[config.mk]
export PLATFORM = sky130hd
export DESIGN_NAME = sar_comparatore
export DESIGN_NICKNAME = d
export VERILOG_FILES = /design/src/rtl/sar_pkg.sv /design/src/rtl/sar_comparatore.sv
export SDC_FILE = /design/constraint.sdc
export NUM_CORES = 1
export LEC_CHECK = 0
export CORE_ASPECT_RATIO = 0.7
export CORE_MARGIN = 2
export CORE_UTILIZATION = 35
export CTS_BUF_LIST = sky130_fd_sc_hd__clkbuf_8
export CTS_CLUSTER_SIZE = 12
export DETAILED_ROUTE_END_ITERATION = 8
export SLEW_MARGIN = 20
export SYNTH_ARGS = -nofsm -noshare
export SYNTH_HDL_FRONTEND = slang
export SYNTH_SLANG_ARGS = --single-unit
[constraint.sdc]
create_clock -name clk -period 1.6 [get_ports clk]
set_input_delay 0.32 -clock clk [delete_from_list [all_inputs] [get_ports clk]]
set_output_delay 0.32 -clock clk [all_outputs]
set_load 0.05 [all_outputs]
[src/rtl/sar_pkg.sv]
// Shared definitions for the successive-approximation search controller.
// Provides the default word width, the two-state encoding and a helper
// that builds the first trial word (only the MSB set).
package sar_pkg;

  localparam int SAR_N = 4;

  // One-bit state encoding: the controller is either waiting or trialling.
  localparam logic IDLE  = 1'b0;
  localparam logic TRIAL = 1'b1;

  // First trial word for an n-bit search: MSB set, all other bits clear.
  function automatic int unsigned trial_init(int n);
    return 32'd1 << (n - 1);
  endfunction

endpackage

[src/rtl/sar_comparatore.sv]
// Successive-approximation search: drives trial word B into an external
// comparator against an unknown A and rebuilds A on result from GT/EQ/LT.
// Ports: clk, rst_n (sync, active-low), start; GT/EQ/LT verdicts in;
//        B trial word, busy, done (1-cycle pulse), result, err (sticky) out.
// Latency: start edge to done cycle is 1 + k, k = trial cycles (1..N).
// start is only looked at while idle; the verdict is consumed every trial.
module sar_comparatore
  import sar_pkg::*;
#(
  parameter int N = SAR_N
) (
  input  logic         clk,
  input  logic         rst_n,
  input  logic         start,
  input  logic         GT,
  input  logic         EQ,
  input  logic         LT,
  output logic [N-1:0] B,
  output logic         busy,
  output logic         done,
  output logic [N-1:0] result,
  output logic         err
);

  localparam int IW = (N > 1) ? $clog2(N) : 1;

  logic          state_q, state_d;
  logic [N-1:0]  b_q, b_d;
  logic [IW-1:0] i_q, i_d;
  logic [N-1:0]  result_q, result_d;
  logic          done_q, done_d;
  logic          err_q, err_d;

  logic          onehot;
  logic [IW-1:0] i_m1;

  // Exactly one of three bits set: odd parity rules out 0 and 2 hot,
  // the AND term rules out all three.
  assign onehot = (GT ^ EQ ^ LT) & ~(GT & EQ & LT);
  assign i_m1   = i_q - 1'b1;

  // State register and datapath registers.
  always_ff @(posedge clk) begin
    if (!rst_n) begin
      state_q  <= IDLE;
      b_q      <= '0;
      i_q      <= '0;
      result_q <= '0;
      done_q   <= 1'b0;
      err_q    <= 1'b0;
    end else begin
      state_q  <= state_d;
      b_q      <= b_d;
      i_q      <= i_d;
      result_q <= result_d;
      done_q   <= done_d;
      err_q    <= err_d;
    end
  end

  // Next-state logic.
  always_comb begin
    state_d  = state_q;
    b_d      = b_q;
    i_d      = i_q;
    result_d = result_q;
    done_d   = 1'b0;
    err_d    = err_q;
    case (state_q)
      IDLE: begin
        if (start) begin
          state_d = TRIAL;
          b_d     = N'(trial_init(N));
          i_d     = IW'(N - 1);
          err_d   = 1'b0;
        end
      end
      TRIAL: begin
        if (!onehot) begin
          err_d = 1'b1;
        end
        // Priority EQ > GT > LT; a verdict with nothing hot falls into LT.
        if (EQ || (i_q == '0)) begin
          result_d = b_q;
          if (!EQ && !GT) begin
            result_d[0] = 1'b0;
          end
          // Leave the comparator looking at the answer while idle.
          b_d     = result_d;
          state_d = IDLE;
          done_d  = 1'b1;
        end else begin
          b_d[i_m1] = 1'b1;
          if (!GT) begin
            b_d[i_q] = 1'b0;
          end
          i_d = i_m1;
        end
      end
      default: begin
        state_d = IDLE;
      end
    endcase
  end

  // Outputs.
  always_comb begin
    B      = b_q;
    busy   = (state_q == TRIAL);
    done   = done_q;
    result = result_q;
    err    = err_q;
  end

endmodule

==> qor.yml, run 1 <==
setup_path:
  startpoint_type: "flop"
  critPathMaxFanout: 4
  end_kind: "flop"
  ff2ff_path_depth: 6
  critical_path_class: "flop to flop"
  critPathRequiredTime_ns: 1.75
  cp.arrival_ns: 1.66
route:
  post-route-drc-count: 0
  firstDrtPassIters: 2
  drtAntennaViolNets: 0
  vias: 564
  via_per_inst: 4.74
  drtIter0Drc: 9
  wl_um: 1410
  avgRoutedWirePerCell_um: 11.9
layout:
  drive_gt1_share_pct: 32.0
  syn2layout_area_growth_pct: 47.4
  n_antenna_cell: 0
  fin_nets: 112
yosys:
  synth_most_common_cell: "dfxtp_1"
  syn_avg_cell_area_um2: 9.97
  synth_compound_area_share_pct: 15.7
  synth_area_leaders: "dfxtp_1, ha_1, mux2i_1"
  yosysSeqAreaShare_pct: 38.4
  ys_ff_latch: 13
  synth_area_leader_cell: "dfxtp_1"
  synth-simple-area-share_pct: 19.0
  synthFlopType: "dfxtp_1"
  syn_nets: 82
  synth_edf_count: 0
  synth_xor_area_share_pct: 0
  syn_area_um2: 678
  synth.top_cell.area_share_pct: 38.4
  synthCells: 68
  synth_mux_area_share_pct: 8.86
  synth_top_family_by_area: "simple AND/OR/NAND/NOR gates"
  async_flop_share_pct: 0
  ys_warn_count: 0
  synth_cell_types: 26
  synthTopCellsByCount: "dfxtp_1, ha_1, mux2i_1"
  synth_fa_ha_area_share_pct: 14.8
floorplan:
  dieArea_um2: 2310
  die_w_um: 56.6
  core_um2: 1840
  fp-row-count: 13
  die_h_um: 40.8
  io_pins: 17
  initial_core_util_pct: 36.9
sta:
  hold_viol_final: 0
  grt_setup_unrepaired: "yes"
  setup_viol: 0
  period_share_pct: 94.9
  relSlewSlack_pct: 71.0
  fmax_mhz: 659
  drv_slew: 0
  clock_skew_ns: 0.000581
  fin_crit_ns: 1.52
  worst_pin_slew_ns: 0.436
  timing.final.ws_setup_ns: 0.0823
power_and_ir_drop:
  pwr_density_cell_nw_per_um2: 812
  power.leakage_nw: 0.466
  p_total_mw: 0.812
  ir_drop_uv: 679
global_route:
  grt.total_usage_pct: 14.8
  grt_pass1_vias: 512
  grt_max_degree: 10
  grt_pass1_wl_um: 2350
  antenna_found_initial: 0
  grt_overflow: 0
worst_hold_path:
  hold_path_depth: 2
  hold_class: "flop to flop"
cts:
  tritoncts: "yes"
  cts_buffer_depth: 2
  cts_sinks: 13
  cts_root_buffer: "clkbuf_8"
  clk_latency_ns: 0.24
  htree_levels: 1
  post_cts_buffers: 0
  numCtsBuffers: 3
  clk_pin_slew_worst_paths_ns: 0.05
placed_design:
  dp_hpwl_um: 1140
  gp_congestion: 0.726
  pre_cts_ws_ns: -0.259
  io_buffers: 16
flow_run:
  maxCapViolations: 0
status:
  outcome: "finished clean"
sequential cells by signal, summed over array words and instances, names as in the netlist:
register	flops
B	4
done	1
i_q	2
result	4
busy	1
err	1
cell type report:
class | count | area [um2]
clock buffer | 3 | 41.3
fill | 177 | 838
sequential | 13 | 263
inverter | 6 | 22.5
tap | 22 | 27.5
multi-input combinational | 49 | 395
clock inverter | 1 | 3.75
timing repair buffer | 25 | 246
power breakdown:
part           switching, mW  total [mW]  internal, mW
registers             0.0115       0.350         0.338
clock network          0.115       0.284         0.169
logic                 0.0966       0.177        0.0806
logic make-up (layout without fill, tap and decap cells):
| kind of cell | count (synthesis) | count (layout) |
|---|---|---|
| fa+ha+maj | 8 | 8 |
| mux | 6 | 6 |
| simple gates | 22 | 22 |
| compound gates | 13 | 13 |
| flops | 13 | 13 |
| buf+inv | 6 | 35 |
routing by layer:
layer  up-vias  track usage [%]  wire (um)
met5         -                0          0
met2        14             24.1        622
met4         0             7.14         18
met1       251             16.6        670
met3         5             7.89        100
li1        294                -          -
repair_timing:
| action | CTS | global route |
|---|---|---|
| gates resized for setup | 0 | 3 |
| setup endpoints to repair | 0 | 3 |
| hold buffers | 0 | 0 |
through the flow:
stage          util, %  cells  hold slack (ns)  instance area, um2  TNS (ns)
3_5_place_dp      51.5    115            0.445                 946     -1.17
2_1_floorplan        -     68            0.438                 681         0
4_1_cts           53.9    119            0.452                 991         0
5_1_grt           54.4    119            0.492                1000  -0.00601
3_3_place_gp      51.5    115            0.439                 946    -0.776
6_report          54.4    119            0.449                1000         0
cell usage in the layout (no fill, tap or decap):
cell type         n
or3b_2            1
nand3_1           1
inv_1             6
a21oi_1           1
o221a_2           1
o21a_1            1
dfxtp_2           2
nor2b_1           2
clkdlybuf4s50_1   3
ha_1              8
clkinv_1          1
o22ai_1           1
o21ai_0           1
nand2b_1          3
and2b_1           1
nor3_1            1
a2111oi_2         1
dlymetal6s2s_1    2
nand2_1           5
buf_6             1
o21ai_2           1
or3b_1            1
dfxtp_1          11
nor2_1            5
buf_4            16
a21oi_2           1
and2_1            1
buf_12            3
mux2i_1           6
clkbuf_8          3
a211oi_1          4
a311oi_1          1
nor3b_4           1
critical path, cell delays in order, from the launching register on:
cell and delay, ns:
dfxtp_2 0.32, inv_1 0.09, ha_1 0.25, nor3b_4 0.07, buf_4 0.16, nand2b_1 0.18, a2111oi_2 0.34
final timing paths:
check / start / end / slack [ns]
setup / recovery: i_q[0] / B[2] / 0.08
hold / removal: result[0] / result[0] / 0.45
setup reg to reg: i_q[0] / B[2] / 0.08
hold reg to reg: result[0] / result[0] / 0.45
Note: power is estimated with default switching activity, not from simulation.
==> run 2: changes to the inputs <==
--- a/config.mk
+++ b/config.mk
@@ -11,6 +11,7 @@
 export CTS_BUF_LIST = sky130_fd_sc_hd__clkbuf_8
 export CTS_CLUSTER_SIZE = 12
 export DETAILED_ROUTE_END_ITERATION = 8
+export RECOVER_POWER = 100
 export SLEW_MARGIN = 20
 export SYNTH_ARGS = -nofsm -noshare
 export SYNTH_HDL_FRONTEND = slang
==> run 2 against run 1 <==
- worst setup slack better by 0.00052 ns
- design area is 6.4% lower
- utilization fell by 3.5 points
- count of clock-buffer cells in the layout unchanged
- non-clock buffer count stayed put
- global-route usage did not move
- sequential cell count unchanged
- worst hold slack better by 0.0012 ns
- highest routed layer unchanged
==> qor.yml, run 2 (synthesized netlist as in run 1, its figures left out) <==
global_route:
  grt_pass1_vias: 512  # unchanged
  grt.total_usage_pct: 14.8  # unchanged
  grt_overflow: 0  # unchanged
  grt_pass1_wl_um: 2350  # unchanged
  grt_max_degree: 10  # unchanged
  antenna_found_initial: 0  # unchanged
sta:
  worst_pin_slew_ns: 0.600  # was 0.436 ns
  relSlewSlack_pct: 60.2  # was 71.0%
  fmax_mhz: 659  # about the same
  period_share_pct: 94.8  # was 94.9%
  timing.final.ws_setup_ns: 0.0828  # was 0.0823 ns
  drv_slew: 0  # unchanged
  holdWs_ns: 0.450  # was 0.449 ns
  setup_viol: 0  # unchanged
  fin_crit_ns: 1.52  # about the same
  setup_tns_ns: 0  # unchanged
  clock_skew_ns: 0.000813  # was 0.000581 ns
  grt_setup_unrepaired: "yes"  # unchanged
  hold_viol_final: 0  # unchanged
layout:
  design_area_um2: 936  # was 1000 um2
  drive_gt1_share_pct: 20.6  # was 32.0%
  final_cells: 119  # unchanged
  final_util_pct: 50.9  # was 54.4%
  mostFrequentLayoutCell: "dfxtp_1"  # was buf_4
  fin_nets: 112  # unchanged
  n_antenna_cell: 0  # unchanged
  fillCellCount: 194  # was 177
  final_cell_mix: "dfxtp_1, clkbuf_1, ha_1, buf_4"  # was buf_4, dfxtp_1, ha_1, inv_1, mux2i_1
  syn2layout_area_growth_pct: 38.0  # was 47.4%
placed_design:
  place_area_um2: 946  # unchanged
  dp_cells: 115  # unchanged
  gp_congestion: 0.726  # unchanged
  dp_hpwl_um: 1140  # unchanged
  pre_cts_ws_ns: -0.259  # unchanged
  io_buffers: 16  # unchanged
cts:
  cts_root_buffer: "clkbuf_8"  # unchanged
  numCtsBuffers: 3  # unchanged
  cts_buffer_depth: 2  # unchanged
  clk_pin_slew_worst_paths_ns: 0.05  # about the same
  htree_levels: 1  # unchanged
  post_cts_buffers: 0  # unchanged
  clk_latency_ns: 0.24  # about the same
  cts_sinks: 13  # unchanged
  tritoncts: "yes"  # unchanged
floorplan:
  die_h_um: 40.8  # unchanged
  fp-row-count: 13  # unchanged
  core_um2: 1840  # unchanged
  die_w_um: 56.6  # unchanged
  initial_core_util_pct: 36.9  # unchanged
  io_pins: 17  # unchanged
  dieArea_um2: 2310  # unchanged
power_and_ir_drop:
  ir_drop_uv: 663  # was 679 uV
  p_total_mw: 0.805  # was 0.812 mW
  pwr_density_cell_nw_per_um2: 860  # was 812 nW/um2
  power.leakage_nw: 0.418  # was 0.466 nW
worst_hold_path:
  hold_path_depth: 2  # unchanged
  hold_class: "flop to flop"  # unchanged
setup_path:
  ff2ff_path_depth: 6  # unchanged
  critical_path.top_delay_family: "compound AO/OA/AOI/OAI gates"  # unchanged
  end_kind: "flop"  # unchanged
  startpoint_type: "flop"  # unchanged
  cp.depth: 6  # unchanged
  cp.arrival_ns: 1.66  # about the same
  cpPeakStageDelay_ns: 0.34  # about the same
  worstPathCellList: "inv_1, ha_1, nor3b_4, buf_4, nand2b_1, a2111oi_2"  # unchanged
  critPathMaxFanout: 4  # unchanged
  crit_slowest_cell: "a2111oi_2"  # unchanged
  critical_path_class: "flop to flop"  # unchanged
  critPathRequiredTime_ns: 1.75  # about the same
  cp_num_buf_inv: 2  # unchanged
route:
  firstDrtPassIters: 2  # unchanged
  vias: 563  # was 564
  drtIter0Drc: 8  # was 9
  drtAntennaViolNets: 0  # unchanged
  post-route-drc-count: 0  # unchanged
  via_per_inst: 4.73  # was 4.74
  avgRoutedWirePerCell_um: 12.0  # was 11.9 um
  wl_um: 1430  # was 1410 um
flow_run:
  maxCapViolations: 0  # unchanged
status:
  outcome: "finished clean"  # unchanged
[run 2: cell count changes in the layout (fill, tap and decap cells not counted), sizes merged]
cell	previous run	this run
buf	20	10
clkbuf	3	13
[run 2: worst paths after layout]
| path | to | slack (ns) | startpoint |
|---|---|---|---|
| setup / recovery | B[2] | 0.08 | i_q[0] |
| hold / removal | result[0] | 0.45 | result[0] |
| setup reg to reg | B[2] | 0.08 | i_q[0] |
| hold reg to reg | result[0] | 0.45 | result[0] |
[run 2: power breakdown]
group          switching [mW]  total, mW  internal, mW
Clock                   0.116      0.285         0.169
Combinational          0.0967      0.171        0.0740
Sequential             0.0112      0.349         0.338
Total                   0.224      0.805         0.581
[run 2: area by class of cell]
cell class | instances | area (um2) | area share (%)
Multi-Input combinational cell | 49 | 395 | 42.2
Inverter | 6 | 22.5 | 2.41
Tap cell | 22 | 27.5 | 2.94
Clock buffer | 3 | 41.3 | 4.41
Sequential cell | 13 | 262 | 27.9
Clock inverter | 1 | 3.75 | 0.401
Timing Repair Buffer | 25 | 184 | 19.7
[run 2: layer usage]
metal / global-route usage [%] / vias to the layer above / share of wire [%]
met5: 0 / - / 0
met4: 7.14 / 0 / 1.3
met3: 7.89 / 5 / 7.4
met2: 24.1 / 14 / 44
met1: 16.6 / 250 / 48
li1: - / 294 / -
[run 2: what timing repair did]
action,4_1_cts,5_1_grt
hold buffers,0,0
endpoints found under the setup margin,0,3
resized for setup,0,3
[run 2: worst reg2reg max path: stages, from the launching register on]
cell and delay [ns]:
dfxtp_2 0.32, inv_1 0.10, ha_1 0.25, nor3b_4 0.07
buf_4 0.16, nand2b_1 0.18, a2111oi_2 0.34
==> run 3: changes to the inputs <==
--- a/config.mk
+++ b/config.mk
@@ -9,7 +9,7 @@
 export CORE_MARGIN = 2
 export CORE_UTILIZATION = 35
 export CTS_BUF_LIST = sky130_fd_sc_hd__clkbuf_8
-export CTS_CLUSTER_SIZE = 12
+export CTS_CLUSTER_SIZE = 25
 export DETAILED_ROUTE_END_ITERATION = 8
 export RECOVER_POWER = 100
 export SLEW_MARGIN = 20
==> results of run 3 <==
The final DEF is identical to that of run 2; final timing and power are the same.
